--- src/rtl/seven_segment_scanner_pkg.sv ---
// Shared constants for the seven-segment display slice.
//   ANODE_OFF            : level that switches a common-anode digit off (active-low select)
//   SEG_BLANK            : segment pattern with every segment dark (active-low)
//   DEFAULT_CLK_HZ       : board clock the refresh defaults are derived from
//   DEFAULT_REFRESH_DIV  : cycles per digit slot (1 ms at 100 MHz)
//   DEFAULT_BLANK_CYCLES : anti-ghosting dead time at the start of each slot
package seven_segment_scanner_pkg;

  localparam logic       ANODE_OFF            = 1'b1;
  localparam logic [6:0] SEG_BLANK            = 7'h7F;
  localparam int         DEFAULT_CLK_HZ       = 100_000_000;
  localparam int         DEFAULT_REFRESH_DIV  = DEFAULT_CLK_HZ / 1000;
  localparam int         DEFAULT_BLANK_CYCLES = 1000;

endpackage

--- src/rtl/seven_segment_scanner_decoder.sv ---
// Hex nibble to seven-segment decoder for a common-anode display.
//   nibble  : input  [3:0] hex digit to show
//   segment : output [6:0] active-low segments, bit 0 = a ... bit 6 = g
module seven_segment
  import seven_segment_scanner_pkg::*;
(
  input  logic [3:0] nibble,
  output logic [6:0] segment
);

  always_comb begin
    segment = SEG_BLANK;
    case (nibble)
      4'h0: segment = 7'b1000000;
      4'h1: segment = 7'b1111001;
      4'h2: segment = 7'b0100100;
      4'h3: segment = 7'b0110000;
      4'h4: segment = 7'b0011001;
      4'h5: segment = 7'b0010010;
      4'h6: segment = 7'b0000010;
      4'h7: segment = 7'b1111000;
      4'h8: segment = 7'b0000000;
      4'h9: segment = 7'b0010000;
      4'hA: segment = 7'b0001000;
      4'hB: segment = 7'b0000011;
      4'hC: segment = 7'b1000110;
      4'hD: segment = 7'b0100001;
      4'hE: segment = 7'b0000110;
      4'hF: segment = 7'b0001110;
      default: segment = SEG_BLANK;
    endcase
  end

endmodule

--- src/rtl/seven_segment_scanner.sv ---
// Time-multiplexed scanner for a multi-digit common-anode hex display.
// A double-buffered word is committed only on frame boundaries so the
// display never tears.
//   clk        : input                  system clock, rising edge
//   reset_n    : input                  synchronous active-low reset
//   data_in    : input  [4*NUM_DIGITS]  value to show, digit 0 in bits [3:0]
//   data_valid : input                  load strobe, sampled every cycle
//   digit_en   : input  [NUM_DIGITS]    per-digit enable (0 = anode stays off)
//   dp_in      : input  [NUM_DIGITS]    per-digit decimal point request
//   segment    : output [6:0]           active-low segments a..g
//   dp         : output                 active-low decimal point
//   anode      : output [NUM_DIGITS]    active-low digit selects
//   load_ack   : output                 one-cycle pulse when a word is committed
//   frame_done : output                 high on the last cycle of the last slot
module seven_segment_scanner
  import seven_segment_scanner_pkg::*;
#(
  parameter int NUM_DIGITS   = 4,
  parameter int REFRESH_DIV  = DEFAULT_REFRESH_DIV,
  parameter int BLANK_CYCLES = DEFAULT_BLANK_CYCLES
) (
  input  logic                    clk,
  input  logic                    reset_n,
  input  logic [4*NUM_DIGITS-1:0] data_in,
  input  logic                    data_valid,
  input  logic [NUM_DIGITS-1:0]   digit_en,
  input  logic [NUM_DIGITS-1:0]   dp_in,
  output logic [6:0]              segment,
  output logic                    dp,
  output logic [NUM_DIGITS-1:0]   anode,
  output logic                    load_ack,
  output logic                    frame_done
);

  localparam int DW = 4 * NUM_DIGITS;
  localparam int SW = (REFRESH_DIV > 1) ? $clog2(REFRESH_DIV) : 1;
  localparam int IW = (NUM_DIGITS > 1) ? $clog2(NUM_DIGITS) : 1;
  localparam logic [SW-1:0] SLOT_LAST = SW'(REFRESH_DIV - 1);
  localparam logic [IW-1:0] IDX_LAST  = IW'(NUM_DIGITS - 1);

  logic [SW-1:0] slotCnt, slotNext;
  logic [IW-1:0] digitIdx, idxNext;
  logic [DW-1:0] pending, committed, committedNext;
  logic          pendingFlag;
  logic [3:0]    nibble, nibbleNext;
  logic          slotWrap, frameEdge, commitNow, slotActive, digitOn;
  logic [NUM_DIGITS-1:0] anodeNext;
  logic          dpNext, frameNext;

  // Outputs are registered from the next-state counters (and the next
  // committed word) so they line up with the slot they belong to.
  always_comb begin
    slotWrap  = (slotCnt == SLOT_LAST);
    frameEdge = slotWrap && (digitIdx == IDX_LAST);
    slotNext  = slotWrap ? '0 : slotCnt + 1'b1;
    idxNext   = digitIdx;
    if (slotWrap) begin
      idxNext = (digitIdx == IDX_LAST) ? '0 : digitIdx + 1'b1;
    end

    // A strobe landing on the boundary wins over an older pending word.
    committedNext = committed;
    commitNow     = 1'b0;
    if (frameEdge) begin
      if (data_valid) begin
        committedNext = data_in;
        commitNow     = 1'b1;
      end else if (pendingFlag) begin
        committedNext = pending;
        commitNow     = 1'b1;
      end
    end

    slotActive = (32'(slotNext) >= BLANK_CYCLES);
    digitOn    = slotActive && digit_en[idxNext];
    anodeNext  = {NUM_DIGITS{ANODE_OFF}};
    if (digitOn) begin
      anodeNext[idxNext] = ~ANODE_OFF;
    end
    dpNext     = ~(dp_in[idxNext] & digitOn);
    frameNext  = (slotNext == SLOT_LAST) && (idxNext == IDX_LAST);
    nibbleNext = committedNext[{idxNext, 2'b00} +: 4];
  end

  always_ff @(posedge clk) begin
    if (!reset_n) begin
      slotCnt     <= '0;
      digitIdx    <= '0;
      pending     <= '0;
      committed   <= '0;
      pendingFlag <= 1'b0;
      nibble      <= '0;
      anode       <= {NUM_DIGITS{ANODE_OFF}};
      dp          <= 1'b1;
      load_ack    <= 1'b0;
      frame_done  <= 1'b0;
    end else begin
      slotCnt    <= slotNext;
      digitIdx   <= idxNext;
      committed  <= committedNext;
      nibble     <= nibbleNext;
      anode      <= anodeNext;
      dp         <= dpNext;
      load_ack   <= commitNow;
      frame_done <= frameNext;
      if (commitNow) begin
        pendingFlag <= 1'b0;
      end else if (data_valid) begin
        pending     <= data_in;
        pendingFlag <= 1'b1;
      end
    end
  end

  seven_segment decoder (
    .nibble  (nibble),
    .segment (segment)
  );

endmodule
--- config.mk ---
export PLATFORM = sky130hd
export DESIGN_NAME = seven_segment_scanner
export DESIGN_NICKNAME = d
export VERILOG_FILES = /design/src/rtl/seven_segment_scanner_pkg.sv /design/src/rtl/seven_segment_scanner_decoder.sv /design/src/rtl/seven_segment_scanner.sv
export SDC_FILE = /design/constraint.sdc
export NUM_CORES = 1
export LEC_CHECK = 0
export ABC_AREA = 1
export CORE_MARGIN = 2
export CORE_UTILIZATION = 51
export CTS_CLUSTER_SIZE = 20
export DETAILED_ROUTE_END_ITERATION = 10
export DONT_BUFFER_PORTS = 1
export PLACE_DENSITY_LB_ADDON = 0.08
export SYNTH_ARGS = -nofsm -noshare
export SYNTH_HDL_FRONTEND = slang
export SYNTH_SLANG_ARGS = --single-unit
export TNS_END_PERCENT = 1
--- constraint.sdc ---
create_clock -name clk -period 3.45 [get_ports clk]
set_clock_uncertainty 0.05 [all_clocks]
set_input_delay 0.69 -clock clk [delete_from_list [all_inputs] [get_ports clk]]
set_output_delay 0.69 -clock clk [all_outputs]
set_load 0.02 [all_outputs]
==> impl_metrics.yaml <==
yosys:
  netlist_area_sq_um: 3680
  synth-async-reset-ratio_pct: 0
  syn_inst: 542
  ys_ff_latch: 66
  yosys_warnings: 0
  yosysSeqAreaShare_pct: 35.9
  synth_nets: 576
  synth-edff-count: 0
  synth.top_cell.area_share_pct: 35.9
  yosysTopAreaCell: "dfxtp_1"
  synth_compound_area_share_pct: 7.78
  ys_top_cells_by_area: "dfxtp_1 (36%), nand2_1 (15%), nor2_1 (9.8%)"
  ys_types: 34
  synthXorXnorAreaFrac_pct: 1.43
  avgSynthCellArea_sq_um: 6.80
  synth-simple-area-share_pct: 44.6
  synthMuxAreaShare_pct: 0.272
  synth_top_family_by_area: "simple AND/OR/NAND/NOR gates"
  yosys_most_used_dff: "dfxtp_1"
  synth_adder_area_share_pct: 2.38
sta:
  finalCriticalPeriod_ps: 2750
  post-route-period-util_pct: 79.7
  max_freq_mhz: 363
  rsz0062_at_grt: "false"
  hold_viol_final: 0
  setup_viol: 0
  worstMarginPinSlew_ps: 1100
  slew_viol_final: 0
  fin_setup_tns_ps: 0
  fin_ws_ps: 699
  relSlewSlack_pct: 26.6
clocking:
  cts.clk_slew.worst_paths_ps: 70
  clock_latency_ps: 350
  hold_buffers: 0
  cts_resized: 0
  h-tree-depth: 3
  cts_setup_buffers: 0
  cts_tree: "built"
  cts_root_buffer: "clkbuf_8"
  cts_buffer_depth: 2
  clock-sinks: 66
  cts_made_buffers: 9
global_route:
  grt_pass1_wl_um: 14300
  antenna_found_initial: 0
  grt_max_degree: 33
  track_usage_pct: 23.4
  grt_pass1_vias: 2965
  grt_overflow_total: 0
placed_design:
  placed_cells: 626
  globalplace.congestion: 0.947
  pre_cts_slack_ps: 711
  portBuffers: 0
  hpwl_um: 6330
critical_path:
  crit_fanout: 7
  worstSetupPathType: "register to register"
  r2r-start: "slotCnt[0]"
  worstSetupEndpointType: "register"
  r2r_cells: 17
  cp.arrival_ps: 2940
  r2r_slack_ps: 700
  required_ps: 3640
  crit_start: "slotCnt[0]"
  rr_endpoint: "decoder.segment[3]"
  cp-start-kind: "register"
route:
  antenna_left: 0
  routedWlPerCell_um: 13.3
  drt_pass1_iterations: 4
  drt-initial-drc-count: 190
  wirelength_um: 8530
  dr_total_vias: 3305
  drcViolationCount: 0
  viasPerCell: 5.15
floorplanning:
  core_region_area_sq_um: 6910
  rows: 30
  start_util_pct: 53.3
  die_area_sq_um: 7920
  io-pin-count: 41
  dieWidth_um: 89.0
  die_h_um: 89.0
worst_hold_path:
  holdPathStages: 2
  hp-start: "reset_n"
  hp-class: "primary input to register"
  whs_endpoint: "pending[4]"
cells_and_area:
  layoutNonFillerInstCount: 642
  layout-drive-gt1-share_pct: 12.6
  diodes: 0
  final_util_pct: 57.2
  fin_nets: 575
  syn_to_final_growth_pct: 7.24
power_and_ir_drop:
  power.share.combinational_pct: 4.3
  p_int_mw: 1.17
  ir_drop_v: 0.000257
  sw_frac_of_total_pct: 23.3
  seqPwrFrac_pct: 51.5
  power_density_nw_per_um2: 387
  power_switching_mw: 0.356
  cellLeakagePower_nw: 1.87
  power.share.clock_pct: 44.2
outcome:
  status: "completed"
run:
  drv_cap: 0
## kinds of logic after synthesis
logic type,after synthesis
AOI/OAI and AO/OA,48
xor gates and xnor gates,6
adders and majority gates,7
buffers and inverters,72
DFF,66
muxes,1
and+or+nand+nor,342
## cell usage in the layout, fill, tap and decap left out, types with 4 or more instances in the layout
| cell | instances |
|---|---|
| nand2_1 | 143 |
| nor2_1 | 96 |
| dfxtp_1 | 66 |
| inv_1 | 51 |
| nand3_1 | 47 |
| o21ai_0 | 22 |
| a21oi_1 | 15 |
| nand2_2 | 11 |
| clkbuf_8 | 11 |
| inv_2 | 9 |
| nand2_4 | 9 |
| nor2_2 | 7 |
| ha_1 | 7 |
| nand4_1 | 6 |
| nor3_1 | 5 |
| xor2_1 | 5 |
| nor2_4 | 4 |
## synth_stat cells, types with 2 or more instances
cell type    n
a22oi_1      3
nand2_1    143
nor2_8       3
nand3_2      2
nand4_1      6
dfxtp_1     66
nor3_1       5
nand3b_1     2
clkbuf_1     6
o21ai_0     22
buf_2        5
ha_1         7
nand3_4      2
nor2_4       4
inv_1       51
a21oi_1     15
nor2_2       7
xor2_1       5
nand2_4      9
nand3_1     47
nand4_2      3
nor3_2       2
a22o_1       3
inv_2        9
nor2_1      96
nand2_2     11
## sequential cells by signal, indices dropped and copies added (netlist names)
signal / cells
pending: 16
pendingFlag: 1
frame_done: 1
dp: 1
anode: 4
slotCnt: 17
decoder.segment: 7
committed: 16
digitIdx: 2
load_ack: 1
## critical path, stage by stage, from the launching register on
cell and delay [ps]:
dfxtp_1 400, ha_1 230, nand2_2 100, inv_2 80
nand2_4 90, nor2_8 180, nand2_4 120, nand2_4 80
nand2_4 90, nor2_4 240, nand2_1 90, nand3_1 240
inv_1 110, ha_1 300, inv_1 70, nand2_1 50
nand3_1 80, nand2_1 50
## layer usage
layer	share of wire [%]	track usage [%]	wire (um)
met1	49	34.5	4190
met2	43	34.2	3660
met3	6.7	5.08	573
met4	1.2	6.92	106
met5	0	0	0
## through the flow
step                      hold WS, ps  power [mW]  area, sq um
final                             417        1.53         3950
after global routing              411        1.59         3950
after CTS                         405        1.55         3950
after detailed placement          423       0.871         3740
after global placement            414       0.870         3740
after floorplan                   397       0.864         3680
## power by group through the flow
| stage | clock (mW) | combinational [mW] | sequential, mW |
|---|---|---|---|
| after floorplan | 0 | 0.0605 | 0.804 |
| after global placement | 0 | 0.0649 | 0.805 |
| after detailed placement | 0 | 0.0655 | 0.806 |
| after CTS | 0.692 | 0.0657 | 0.788 |
| after global routing | 0.721 | 0.0761 | 0.791 |
| final | 0.676 | 0.0655 | 0.788 |
## worst max path at each step
stage,endpoint,slack [ps],cells past startpoint
2_1_floorplan,decoder.segment[3],1050,13
6_report,decoder.segment[3],700,17
4_1_cts,decoder.segment[3],690,17
5_1_grt,decoder.segment[3],400,18
3_3_place_gp,decoder.segment[3],750,15
3_5_place_dp,decoder.segment[3],710,15
## final cells by class
type | count | area (sq um)
fill | 723 | 2960
inverter | 60 | 225
tap | 96 | 120
clock inverter | 4 | 50.0
multi-input combinational | 404 | 2080
clock buffer | 12 | 155
sequential | 66 | 1320
(Power assumes the default switching activity.)
